## src/rtl/subtractor_float_iter.sv

```systemverilog
// rtl/subtractor_float_iter.sv - iterative IEEE-754 single-precision subtractor y = a - b
//
// Purpose: computes a - b one shift per cycle. The result is truncated, not
// rounded, and denormals are flushed. A NaN or infinity operand gives a quiet NaN.
//
// Ports:
//   clk        rising-edge clock
//   reset      synchronous active-high reset
//   in_valid   operand pair a/b presented
//   in_ready   high only while idle; an operand pair is taken on in_valid & in_ready
//   a, b       IEEE-754 single-precision minuend and subtrahend
//   out_valid  y holds a completed result (high only in DONE)
//   out_ready  consumer accepts y; returns the block to idle
//   y          registered result
module subtractor_float_iter (
    input  logic        clk,
    input  logic        reset,
    input  logic        in_valid,
    output logic        in_ready,
    input  logic [31:0] a,
    input  logic [31:0] b,
    output logic        out_valid,
    input  logic        out_ready,
    output logic [31:0] y
);

    typedef enum logic [2:0] {IDLE, ALIGN, COMBINE, NORM, DONE} state_t;

    state_t      state_q, state_d;
    logic [23:0] mg_q, mg_d;
    logic [23:0] ml_q, ml_d;
    logic [7:0]  d_q, d_d;
    logic [24:0] sum_q, sum_d;
    logic [7:0]  e_q, e_d;
    logic        sign_q, sign_d;
    logic        eff_sub_q, eff_sub_d;
    logic        nan_q, nan_d;
    logic [31:0] y_q, y_d;

    // Operand decode, used only on the accept edge.
    logic [31:0] b_neg;
    logic [31:0] g_op;
    logic [30:0] l_mag;
    logic        a_big;
    logic [7:0]  g_exp, l_exp, exp_diff;
    logic [23:0] g_man, l_man;
    logic        nan_in;
    logic [24:0] sum_calc;

    always_comb begin
        b_neg    = {~b[31], b[30:0]};
        a_big    = (a[30:0] >= b_neg[30:0]);
        g_op     = a_big ? a : b_neg;
        l_mag    = a_big ? b_neg[30:0] : a[30:0];
        g_exp    = g_op[30:23];
        l_exp    = l_mag[30:23];
        // A zero exponent means zero or denormal; both contribute nothing.
        g_man    = (g_exp == 8'd0) ? 24'd0 : {1'b1, g_op[22:0]};
        l_man    = (l_exp == 8'd0) ? 24'd0 : {1'b1, l_mag[22:0]};
        // g has the larger magnitude, so its exponent is never smaller.
        exp_diff = g_exp - l_exp;
        nan_in   = (a[30:23] == 8'hFF) || (b[30:23] == 8'hFF);
    end

    // The magnitude ordering guarantees mg >= ml, so the difference never wraps.
    always_comb begin
        if (eff_sub_q) begin
            sum_calc = {1'b0, mg_q} - {1'b0, ml_q};
        end else begin
            sum_calc = {1'b0, mg_q} + {1'b0, ml_q};
        end
    end

    always_comb begin
        state_d   = state_q;
        mg_d      = mg_q;
        ml_d      = ml_q;
        d_d       = d_q;
        sum_d     = sum_q;
        e_d       = e_q;
        sign_d    = sign_q;
        eff_sub_d = eff_sub_q;
        nan_d     = nan_q;
        y_d       = y_q;
        case (state_q)
            IDLE: begin
                if (in_valid) begin
                    state_d   = ALIGN;
                    mg_d      = g_man;
                    sign_d    = g_op[31];
                    // Compare the signs of a and b', not g and b'. When b' is
                    // the larger operand, g and b' always share a sign.
                    eff_sub_d = a[31] ^ b_neg[31];
                    e_d       = g_exp;
                    nan_d     = nan_in;
                    if (exp_diff > 8'd24) begin
                        // The smaller operand would shift out entirely.
                        ml_d = 24'd0;
                        d_d  = 8'd0;
                    end else begin
                        ml_d = l_man;
                        d_d  = exp_diff;
                    end
                end
            end
            ALIGN: begin
                // A NaN operand is resolved in the first ALIGN cycle, so its
                // result appears one edge after accept.
                if (nan_q) begin
                    y_d     = 32'h7FC0_0000;
                    state_d = DONE;
                end else if (d_q == 8'd0) begin
                    state_d = COMBINE;
                end else begin
                    ml_d = ml_q >> 1;
                    d_d  = d_q - 8'd1;
                end
            end
            COMBINE: begin
                sum_d = sum_calc;
                if (sum_calc == 25'd0) begin
                    y_d     = 32'h0000_0000;
                    state_d = DONE;
                end else begin
                    state_d = NORM;
                end
            end
            NORM: begin
                if (sum_q[24]) begin
                    sum_d   = sum_q >> 1;
                    e_d     = e_q + 8'd1;
                    state_d = DONE;
                    if (e_q == 8'd254) begin
                        y_d = {sign_q, 8'hFF, 23'd0};
                    end else begin
                        y_d = {sign_q, e_q + 8'd1, sum_q[23:1]};
                    end
                end else if (sum_q[23]) begin
                    y_d     = {sign_q, e_q, sum_q[22:0]};
                    state_d = DONE;
                end else begin
                    sum_d = sum_q << 1;
                    e_d   = e_q - 8'd1;
                    // If this shift drives the exponent to zero, the result is
                    // below the normal range and is flushed to zero.
                    if (e_q == 8'd1) begin
                        y_d     = {sign_q, 31'd0};
                        state_d = DONE;
                    end
                end
            end
            DONE: begin
                if (out_ready) begin
                    state_d = IDLE;
                end
            end
            default: state_d = IDLE;
        endcase
    end

    always_ff @(posedge clk) begin
        if (reset) begin
            state_q   <= IDLE;
            mg_q      <= 24'd0;
            ml_q      <= 24'd0;
            d_q       <= 8'd0;
            sum_q     <= 25'd0;
            e_q       <= 8'd0;
            sign_q    <= 1'b0;
            eff_sub_q <= 1'b0;
            nan_q     <= 1'b0;
            y_q       <= 32'd0;
        end else begin
            state_q   <= state_d;
            mg_q      <= mg_d;
            ml_q      <= ml_d;
            d_q       <= d_d;
            sum_q     <= sum_d;
            e_q       <= e_d;
            sign_q    <= sign_d;
            eff_sub_q <= eff_sub_d;
            nan_q     <= nan_d;
            y_q       <= y_d;
        end
    end

    assign in_ready  = (state_q == IDLE);
    assign out_valid = (state_q == DONE);
    assign y         = y_q;

endmodule

```

## config.mk

```make
export PLATFORM = sky130hd
export DESIGN_NAME = subtractor_float_iter
export DESIGN_NICKNAME = d
export VERILOG_FILES = /design/src/rtl/subtractor_float_iter.sv
export SDC_FILE = /design/constraint.sdc
export NUM_CORES = 1
export LEC_CHECK = 0
export ABC_AREA = 1
export CORE_ASPECT_RATIO = 0.7
export CORE_MARGIN = 3
export CORE_UTILIZATION = 51
export CTS_CLUSTER_SIZE = 10
export DETAILED_ROUTE_END_ITERATION = 10
export PLACE_DENSITY_LB_ADDON = 0.05
export SLEW_MARGIN = 30
export SYNTH_ARGS = -nofsm -noshare
export SYNTH_HDL_FRONTEND = slang
export SYNTH_SLANG_ARGS = --single-unit
```

## constraint.sdc

```tcl
create_clock -name clk -period 4.2 [get_ports clk]
set_clock_uncertainty 0.15 [all_clocks]
set_input_delay 0.84 -clock clk [delete_from_list [all_inputs] [get_ports clk]]
set_output_delay 0.84 -clock clk [all_outputs]
set_load 0.05 [all_outputs]
```

==> results of run 1 <==
==> cell usage after synthesis, drive strengths merged <==
cell type	n	area, um2
nor2	154	588
and3	2	12.5
nor3	23	115
o32ai	21	184
a2bb2oi	1	8.76
o311ai	1	8.76
clkinv	3	11.3
nor4	5	31.3
o41ai	1	8.76
a32oi	1	8.76
a21oi	179	896
o21ai	99	495
buf	19	124
a211oi	25	188
a41oi	1	8.76
xnor2	15	131
a31oi	16	100
o2111ai	2	17.5
a221oi	5	43.8
a21o	1	7.51
fa	1	20.0
o21bai	1	7.51
or2	4	25.0
clkbuf	63	236
o221ai	11	96.3
o211ai	27	203
inv	200	751
ha	62	776
dfxtp	127	2540
nand2	381	1460
nor3b	1	7.51
nand3	78	395
nand4	44	275
nand3b	2	15.0
o31ai	5	37.5
a21boi	1	7.51
xor2	36	315
o22ai	9	56.3
==> routing by layer <==
layer	global-route usage, %	vias to the layer above	wire (um)
li1	-	5929	-
met1	40.0	5597	15100
met2	45.5	470	15300
met3	5.12	53	2520
met4	7.27	0	598
met5	0	-	0
==> timing repair <==
item	4_1_cts	5_1_grt
pin swaps	14	38
hold buffers	0	0
resized for setup	63	85
endpoints found under the hold margin	0	0
gates cloned	1	2
buffers inserted	15	11
endpoints found under the setup margin	36	75
==> per-stage QoR <==
| step | total power [mW] | std cells |
|---|---|---|
| 6_report | 11.3 | 2112 |
| 3_5_place_dp | 8.09 | 2052 |
| 2_1_floorplan | 5.88 | 1627 |
| 4_1_cts | 10.4 | 2100 |
| 3_3_place_gp | 7.99 | 2052 |
| 5_1_grt | 12.1 | 2112 |
==> report_power, final <==
part | internal, mW | total [mW] | leakage [nW] | switching (mW)
clock | 1.07 | 1.68 | 0.306 | 0.606
sequential | 1.53 | 1.89 | 1.04 | 0.360
combinational | 3.32 | 7.72 | 4.80 | 4.40
total | 5.92 | 11.3 | 6.14 | 5.36
==> logic make-up (layout without fill, tap and decap cells) <==
group,Yosys count,after routing,synth area share (%)
and+or+nand+nor,694,694,28.6
AOI/OAI and AO/OA,407,407,23.3
buffers and inverters,285,506,11.0
DFF,127,127,24.9
adders and majority gates,63,63,7.79
xor gates and xnor gates,51,51,4.37
==> sequential cells by signal, summed over array words and instances, names as in the netlist <==
signal	count
e_q	8
ml_q	24
state_q	3
y	32
nan_q	1
sign_q	1
mg_q	24
d_q	8
eff_sub_q	1
sum_q	25
==> final timing paths <==
| kind | startpoint | endpoint | slack (ns) | depth (start not counted) |
|---|---|---|---|---|
| max reg2reg | ml_q[0] | y[2] | -0.37 | 30 |
| min reg2reg | y[17] | y[17] | 0.31 | 2 |
| min | y[17] | y[17] | 0.31 | 2 |
| max | ml_q[0] | y[2] | -0.37 | 30 |
==> cell type report <==
type / instances / area share [%]
Multi-Input combinational cell: 1215 / 51.5
Sequential cell: 127 / 18.3
Timing Repair Buffer: 271 / 17.6
Inverter: 203 / 5.52
Clock buffer: 19 / 3.19
Tap cell: 264 / 2.38
Clock inverter: 13 / 1.52
==> critical path: cells and delay by family (launching register included) <==
kind | cells | cell delay [ns]
and+or+nand+nor | 22 | 2.67
buffers and inverters | 4 | 0.42
DFF | 1 | 0.33
adders and majority gates | 1 | 0.35
xor gates and xnor gates | 1 | 0.13
AOI/OAI and AO/OA | 2 | 0.37
==> metrics.txt, run 1 <==
# TYPE chip_impl_metric gauge
chip_impl_metric{name="pre_cts_slack",unit="ns"} -0.413
chip_impl_metric{name="row_count",unit=""} 42
chip_impl_metric{name="reported_leakage_power",unit="nW"} 6.14
chip_impl_metric{name="die_height",unit="um"} 124
chip_impl_metric{name="routability_cong",unit=""} 0.977
chip_impl_metric{name="vias",unit=""} 12000
chip_impl_metric{name="postLayoutSetupSlackWorst",unit="ns"} -0.370
chip_impl_info{name="buffer_cell_driving_the_clock_tree_root",value="sky130_fd_sc_hd__clkbuf_16"} 1
chip_impl_metric{name="total_drc_errors_in_the_routed_layout",unit=""} 0
chip_impl_metric{name="design.final.nets",unit=""} 1966
chip_impl_metric{name="drt_iter0_markers",unit=""} 1092
chip_impl_metric{name="post_synthesis_to_final_layout_area_growth",unit="%"} 36.0
chip_impl_info{name="setup.worst_path.class",value="flip-flop to flip-flop"} 1
chip_impl_metric{name="portBuffers",unit=""} 101
chip_impl_metric{name="power_density",unit="nW/um2"} 813
chip_impl_info{name="cp-start-kind",value="flip-flop"} 1
chip_impl_metric{name="drtPass1Iterations",unit=""} 5
chip_impl_metric{name="seqCellArea",unit="um2"} 2550
chip_impl_info{name="rsz0062_at_grt",value="yes"} 1
chip_impl_metric{name="drt-total-wl",unit="um"} 33500
chip_impl_metric{name="clkSlewWorstSetupHoldPaths",unit="ns"} 0.06
chip_impl_metric{name="area_of_placed_instances",unit="um2"} 12300
chip_impl_metric{name="worst_path_largest_cell_delay",unit="ns"} 0.35
chip_impl_metric{name="cts-root-to-sink-buffers",unit=""} 2
chip_impl_metric{name="max_cap_viol_count",unit=""} 0
chip_impl_metric{name="max_freq",unit="MHz"} 219
chip_impl_metric{name="grt_max_degree",unit=""} 69
chip_impl_metric{name="synth_seq_cells",unit=""} 127
chip_impl_metric{name="holdWs",unit="ns"} 0.310
chip_impl_metric{name="wire_length_of_the_first_global_routing_pass",unit="um"} 52800
chip_impl_metric{name="antenna_found_initial",unit=""} 0
chip_impl_metric{name="synthesis.nets",unit=""} 1758
chip_impl_metric{name="total_standard_cell_area_after_synthesis",unit="um2"} 10200
chip_impl_metric{name="syn-mean-instance-area",unit="um2"} 6.28
chip_impl_metric{name="numClockSinks",unit=""} 127
chip_impl_metric{name="dp_hpwl",unit="um"} 23300
chip_impl_metric{name="n_fill_cell",unit=""} 1609
chip_impl_info{name="layout_common_cells",value="sky130_fd_sc_hd__nand2_1 (343), sky130_fd_sc_hd__inv_1 (190), sky130_fd_sc_hd__a21oi_1 (163)"} 1
chip_impl_metric{name="count_of_final_max_slew_check_failures",unit=""} 0
chip_impl_metric{name="first_global_vias",unit=""} 10900
chip_impl_metric{name="path_max_fanout",unit=""} 14
chip_impl_metric{name="vdd_ir_drop_max",unit="mV"} 0.448
chip_impl_metric{name="cts_buffers",unit=""} 17
chip_impl_info{name="holdCritPathClass",value="flip-flop to flip-flop"} 1
chip_impl_metric{name="worst_skew_pair.late_latency",unit="ns"} 0.43
chip_impl_info{name="violated_checks",value="setup timing"} 1
chip_impl_info{name="cpMostUsedCell",value="sky130_fd_sc_hd__nand2_1"} 1
chip_impl_metric{name="finalHoldViolations",unit=""} 0
chip_impl_metric{name="grt_total_ovfl",unit=""} 0
chip_impl_metric{name="wire_per_inst",unit="um"} 15.9
chip_impl_metric{name="detail-route-antenna-nets",unit=""} 0
chip_impl_metric{name="actual_slew_at_the_worst_max_slew_pin",unit="ns"} 0.938
chip_impl_info{name="cts_tree",value="done"} 1
chip_impl_metric{name="globalRouteTotalUtil",unit="%"} 28.6
chip_impl_metric{name="initial_core_util",unit="%"} 52.9
chip_impl_info{name="run_status",value="finished, violations left"} 1
chip_impl_metric{name="floorplan.core_area",unit="um2"} 19300
chip_impl_metric{name="required",unit="ns"} 4.32
chip_impl_info{name="timing.critical_path.slowest_stage_cell",value="sky130_fd_sc_hd__ha_1"} 1
chip_impl_metric{name="setup-tns-final",unit="ns"} -11.43
chip_impl_metric{name="syn-instance-count",unit=""} 1627
chip_impl_info{name="layout.cells.most_common",value="sky130_fd_sc_hd__nand2_1"} 1
chip_impl_metric{name="share_of_post_route_cells_with_drive_strength_above_1",unit="%"} 18.2
chip_impl_metric{name="fp.dieW",unit="um"} 175
chip_impl_metric{name="dieArea",unit="um2"} 21800
chip_impl_metric{name="i_o_pin_cnt",unit=""} 102
chip_impl_metric{name="arrival_worst_endpoint",unit="ns"} 4.69
chip_impl_metric{name="cts_max_level",unit=""} 4
chip_impl_metric{name="cell_variety_after_synth",unit=""} 47
chip_impl_metric{name="slew_headroom",unit="%"} 37.1
chip_impl_info{name="crit_path_end_kind",value="flip-flop"} 1
chip_impl_metric{name="multi_input_area",unit="um2"} 7150
chip_impl_metric{name="final.min_clock_period",unit="ns"} 4.57
chip_impl_metric{name="sequential_area_share_after_synthesis",unit="%"} 24.9
chip_impl_metric{name="routed_via_density",unit=""} 5.71
chip_impl_metric{name="yosysWarningCount",unit=""} 0
chip_impl_metric{name="report.final.setup_viol",unit=""} 35
chip_impl_metric{name="fin_area",unit="um2"} 13900
chip_impl_metric{name="final_util",unit="%"} 72.0
chip_impl_metric{name="fin_crit_sh",unit="%"} 109
chip_impl_metric{name="num_antenna_cells",unit=""} 0
(Power assumes the default switching activity.)
==> run 2, diff against run 1 <==
==> constraint.sdc (replaced) <==
create_clock -name clk -period 5.3 [get_ports clk]
set_clock_uncertainty 0.15 [all_clocks]
set_input_delay 1.06 -clock clk [delete_from_list [all_inputs] [get_ports clk]]
set_output_delay 1.06 -clock clk [all_outputs]
set_load 0.05 [all_outputs]
==> run 2 against run 1 <==
  * The flow now finishes without violations
  * Utilization is 9.4 points lower
  * Via count fell by 7.2%
  * Sequential power decreased by 21%
  * First-iteration DRC count shrank 16%
  * Cell count decreased by 7.1%
  * Die area is the same
  * Clock power fell by 17%
  * Register-to-register slack improved by 0.91 ns
  * Combinational power shrank 44%
  * Count of clock-buffer cells in the layout rose by 1
  * Routed wire length shrank 8.7%
  * Critical endpoint is now y[10]
  * Largest cell class unchanged
  * Largest power group unchanged
==> metrics.txt, run 2 (synthesis gave the netlist of run 1 again) <==
# TYPE chip_impl_metric gauge
chip_impl_metric{name="num_antenna_cells",unit=""} 0
chip_impl_metric{name="fin_crit_sh",unit="%"} 89.8
chip_impl_metric{name="max_freq",unit="MHz"} 210
chip_impl_metric{name="antenna_found_initial",unit=""} 0
chip_impl_metric{name="die_height",unit="um"} 124
chip_impl_info{name="timing.hold.worst_endpoint",value="y[4]"} 1
chip_impl_metric{name="grt_total_ovfl",unit=""} 0
chip_impl_info{name="crit_start",value="ml_q[1]"} 1
chip_impl_metric{name="n_fill_cell",unit=""} 1902
chip_impl_metric{name="clkSlewWorstSetupHoldPaths",unit="ns"} 0.06
chip_impl_metric{name="worst_skew_pair.late_latency",unit="ns"} 0.42
chip_impl_metric{name="reported_leakage_power",unit="nW"} 5.25
chip_impl_metric{name="max_cap_viol_count",unit=""} 0
chip_impl_metric{name="largest_register_ff_count",unit=""} 32
chip_impl_metric{name="post_cts_buffers",unit=""} 0
chip_impl_metric{name="first_global_vias",unit=""} 10100
chip_impl_metric{name="vias",unit=""} 11200
chip_impl_info{name="cpMostUsedCell",value="sky130_fd_sc_hd__nand2_1"} 1
chip_impl_metric{name="numClockSinks",unit=""} 127
chip_impl_metric{name="postLayoutSetupSlackWorst",unit="ns"} 0.540
chip_impl_metric{name="portBuffers",unit=""} 101
chip_impl_metric{name="globalRouteTotalUtil",unit="%"} 27.5
chip_impl_metric{name="cts-root-to-sink-buffers",unit=""} 2
chip_impl_metric{name="count_of_final_max_slew_check_failures",unit=""} 0
chip_impl_metric{name="routability_cong",unit=""} 0.940
chip_impl_metric{name="fin_area",unit="um2"} 12100
chip_impl_metric{name="drt_iter0_markers",unit=""} 922
chip_impl_metric{name="share_of_post_route_cells_with_drive_strength_above_1",unit="%"} 4.77
chip_impl_metric{name="floorplan.core_area",unit="um2"} 19300
chip_impl_metric{name="post_synthesis_to_final_layout_area_growth",unit="%"} 18.3
chip_impl_metric{name="actual_slew_at_the_worst_max_slew_pin",unit="ns"} 0.860
chip_impl_metric{name="grt_max_degree",unit=""} 70
chip_impl_metric{name="wire_length_of_the_first_global_routing_pass",unit="um"} 50500
chip_impl_metric{name="row_count",unit=""} 42
chip_impl_metric{name="slew_headroom",unit="%"} 42.6
chip_impl_info{name="setup.worst_path.class",value="flip-flop to flip-flop"} 1
chip_impl_metric{name="postCtsHoldBufs",unit=""} 0
chip_impl_metric{name="holdWs",unit="ns"} 0.308
chip_impl_metric{name="fp.dieW",unit="um"} 175
chip_impl_metric{name="pre_cts_slack",unit="ns"} 0.134
chip_impl_metric{name="drt-total-wl",unit="um"} 30600
chip_impl_metric{name="initial_core_util",unit="%"} 52.9
chip_impl_info{name="buffer_cell_driving_the_clock_tree_root",value="sky130_fd_sc_hd__clkbuf_16"} 1
chip_impl_metric{name="hold-path-cell-count",unit=""} 2
chip_impl_info{name="timing.critical_path.slowest_stage_cell",value="sky130_fd_sc_hd__dfxtp_1"} 1
chip_impl_metric{name="final_cell_count_no_fill",unit=""} 1961
chip_impl_metric{name="cts_max_level",unit=""} 4
chip_impl_metric{name="path_max_fanout",unit=""} 28
chip_impl_info{name="cp-start-kind",value="flip-flop"} 1
chip_impl_metric{name="ff2ff_path_depth",unit=""} 27
chip_impl_metric{name="multi_input_area",unit="um2"} 6600
chip_impl_info{name="run_status",value="finished, final reports clean"} 1
chip_impl_metric{name="dp_hpwl",unit="um"} 22600
chip_impl_metric{name="detail-route-antenna-nets",unit=""} 0
chip_impl_info{name="min-delay-start",value="y[4]"} 1
chip_impl_info{name="cts_tree",value="done"} 1
chip_impl_metric{name="required",unit="ns"} 5.42
chip_impl_info{name="worst_path_dominant_cell_family",value="simple AND/OR/NAND/NOR gates"} 1
chip_impl_metric{name="area_of_placed_instances",unit="um2"} 11400
chip_impl_metric{name="placedCellCount",unit=""} 1929
chip_impl_info{name="beginning_of_the_worst_register_to_register_path",value="ml_q[1]"} 1
chip_impl_metric{name="i_o_pin_cnt",unit=""} 102
chip_impl_metric{name="dieArea",unit="um2"} 21800
chip_impl_metric{name="r2r_setup_slack",unit="ns"} 0.54
chip_impl_info{name="rr_endpoint",value="y[10]"} 1
chip_impl_metric{name="routed_via_density",unit=""} 5.70
chip_impl_metric{name="finalHoldViolations",unit=""} 0
chip_impl_info{name="holdCritPathClass",value="flip-flop to flip-flop"} 1
chip_impl_info{name="layout.cells.most_common",value="sky130_fd_sc_hd__nand2_1"} 1
chip_impl_metric{name="power_density",unit="nW/um2"} 593
chip_impl_metric{name="seqCellArea",unit="um2"} 2540
chip_impl_metric{name="design.final.nets",unit=""} 1815
chip_impl_metric{name="drtPass1Iterations",unit=""} 6
chip_impl_metric{name="report.final.setup_viol",unit=""} 0
chip_impl_info{name="crit_path_end_kind",value="flip-flop"} 1
chip_impl_info{name="layout_common_cells",value="sky130_fd_sc_hd__nand2_1 (373), sky130_fd_sc_hd__inv_1 (197), sky130_fd_sc_hd__a21oi_1 (179)"} 1
chip_impl_metric{name="vdd_ir_drop_max",unit="mV"} 0.410
chip_impl_metric{name="final.min_clock_period",unit="ns"} 4.76
chip_impl_metric{name="arrival_worst_endpoint",unit="ns"} 4.88
chip_impl_metric{name="wire_per_inst",unit="um"} 15.6
chip_impl_metric{name="cts_buffers",unit=""} 17
chip_impl_metric{name="total_drc_errors_in_the_routed_layout",unit=""} 0
chip_impl_metric{name="worst_path_largest_cell_delay",unit="ns"} 0.33
chip_impl_metric{name="total_power",unit="mW"} 7.17
chip_impl_metric{name="worst-path-buf-inv",unit=""} 2
run 2: cell count changes in the layout (fill, tap and decap cells not counted), sizes merged:
| cell | before | now |
|---|---|---|
| buf | 169 | 20 |
| bufinv | 5 | 6 |
| clkbuf | 21 | 20 |
| clkinvlp | 4 | 2 |
run 2: area by class of cell:
class	count	area share, %
multi-input cells	1215	54.6
flip-flops and latches	127	21.0
repair buffers	120	9.51
inverters	203	6.31
clock buffers	20	3.86
well taps	264	2.73
clock inverters	12	1.91
run 2: power breakdown:
| part | internal (mW) | switching, mW | leakage [nW] | total, mW |
|---|---|---|---|---|
| clock network | 0.924 | 0.463 | 0.333 | 1.39 |
| logic | 1.48 | 2.82 | 3.88 | 4.29 |
| registers | 1.21 | 0.275 | 1.04 | 1.49 |
| total | 3.61 | 3.55 | 5.25 | 7.17 |
run 2: through the flow:
step | setup TNS [ns] | utilization, %
6_report | 0 | 62.7
5_1_grt | -0.00374 | 62.7
4_1_cts | 0 | 62.5
3_5_place_dp | 0 | 58.9
3_3_place_gp | 0 | 58.9
2_1_floorplan | 0 | -
run 2: repair_timing:
item,4_1_cts,5_1_grt
endpoints found under the hold margin,0,0
gates resized for setup,0,7
setup endpoints to repair,0,35
run 2: worst max-delay path by stage:
stage | slack [ns] | endpoint | depth (start not counted)
after floorplan | 1.17 | y[29] | 28
after global placement | 0.21 | y[31] | 27
after detailed placement | 0.13 | y[26] | 25
after CTS | 0.09 | y[26] | 25
after global routing | -0.004 | y[26] | 26
final | 0.54 | y[10] | 27
run 2: worst min-delay path, stage by stage, from the launching register on:
cell	delay (ns)
sky130_fd_sc_hd__dfxtp_1	0.30
sky130_fd_sc_hd__nand2_1	0.06
sky130_fd_sc_hd__a21oi_1	0.05
run 2: layer usage:
| layer | up-vias | global-route usage, % | share of wire, % |
|---|---|---|---|
| met4 | 0 | 5.39 | 1.0 |
| li1 | 5621 | - | - |
| met1 | 5166 | 41.1 | 49 |
| met5 | - | 0 | 0 |
| met2 | 360 | 42.0 | 44 |
| met3 | 30 | 4.17 | 6.3 |
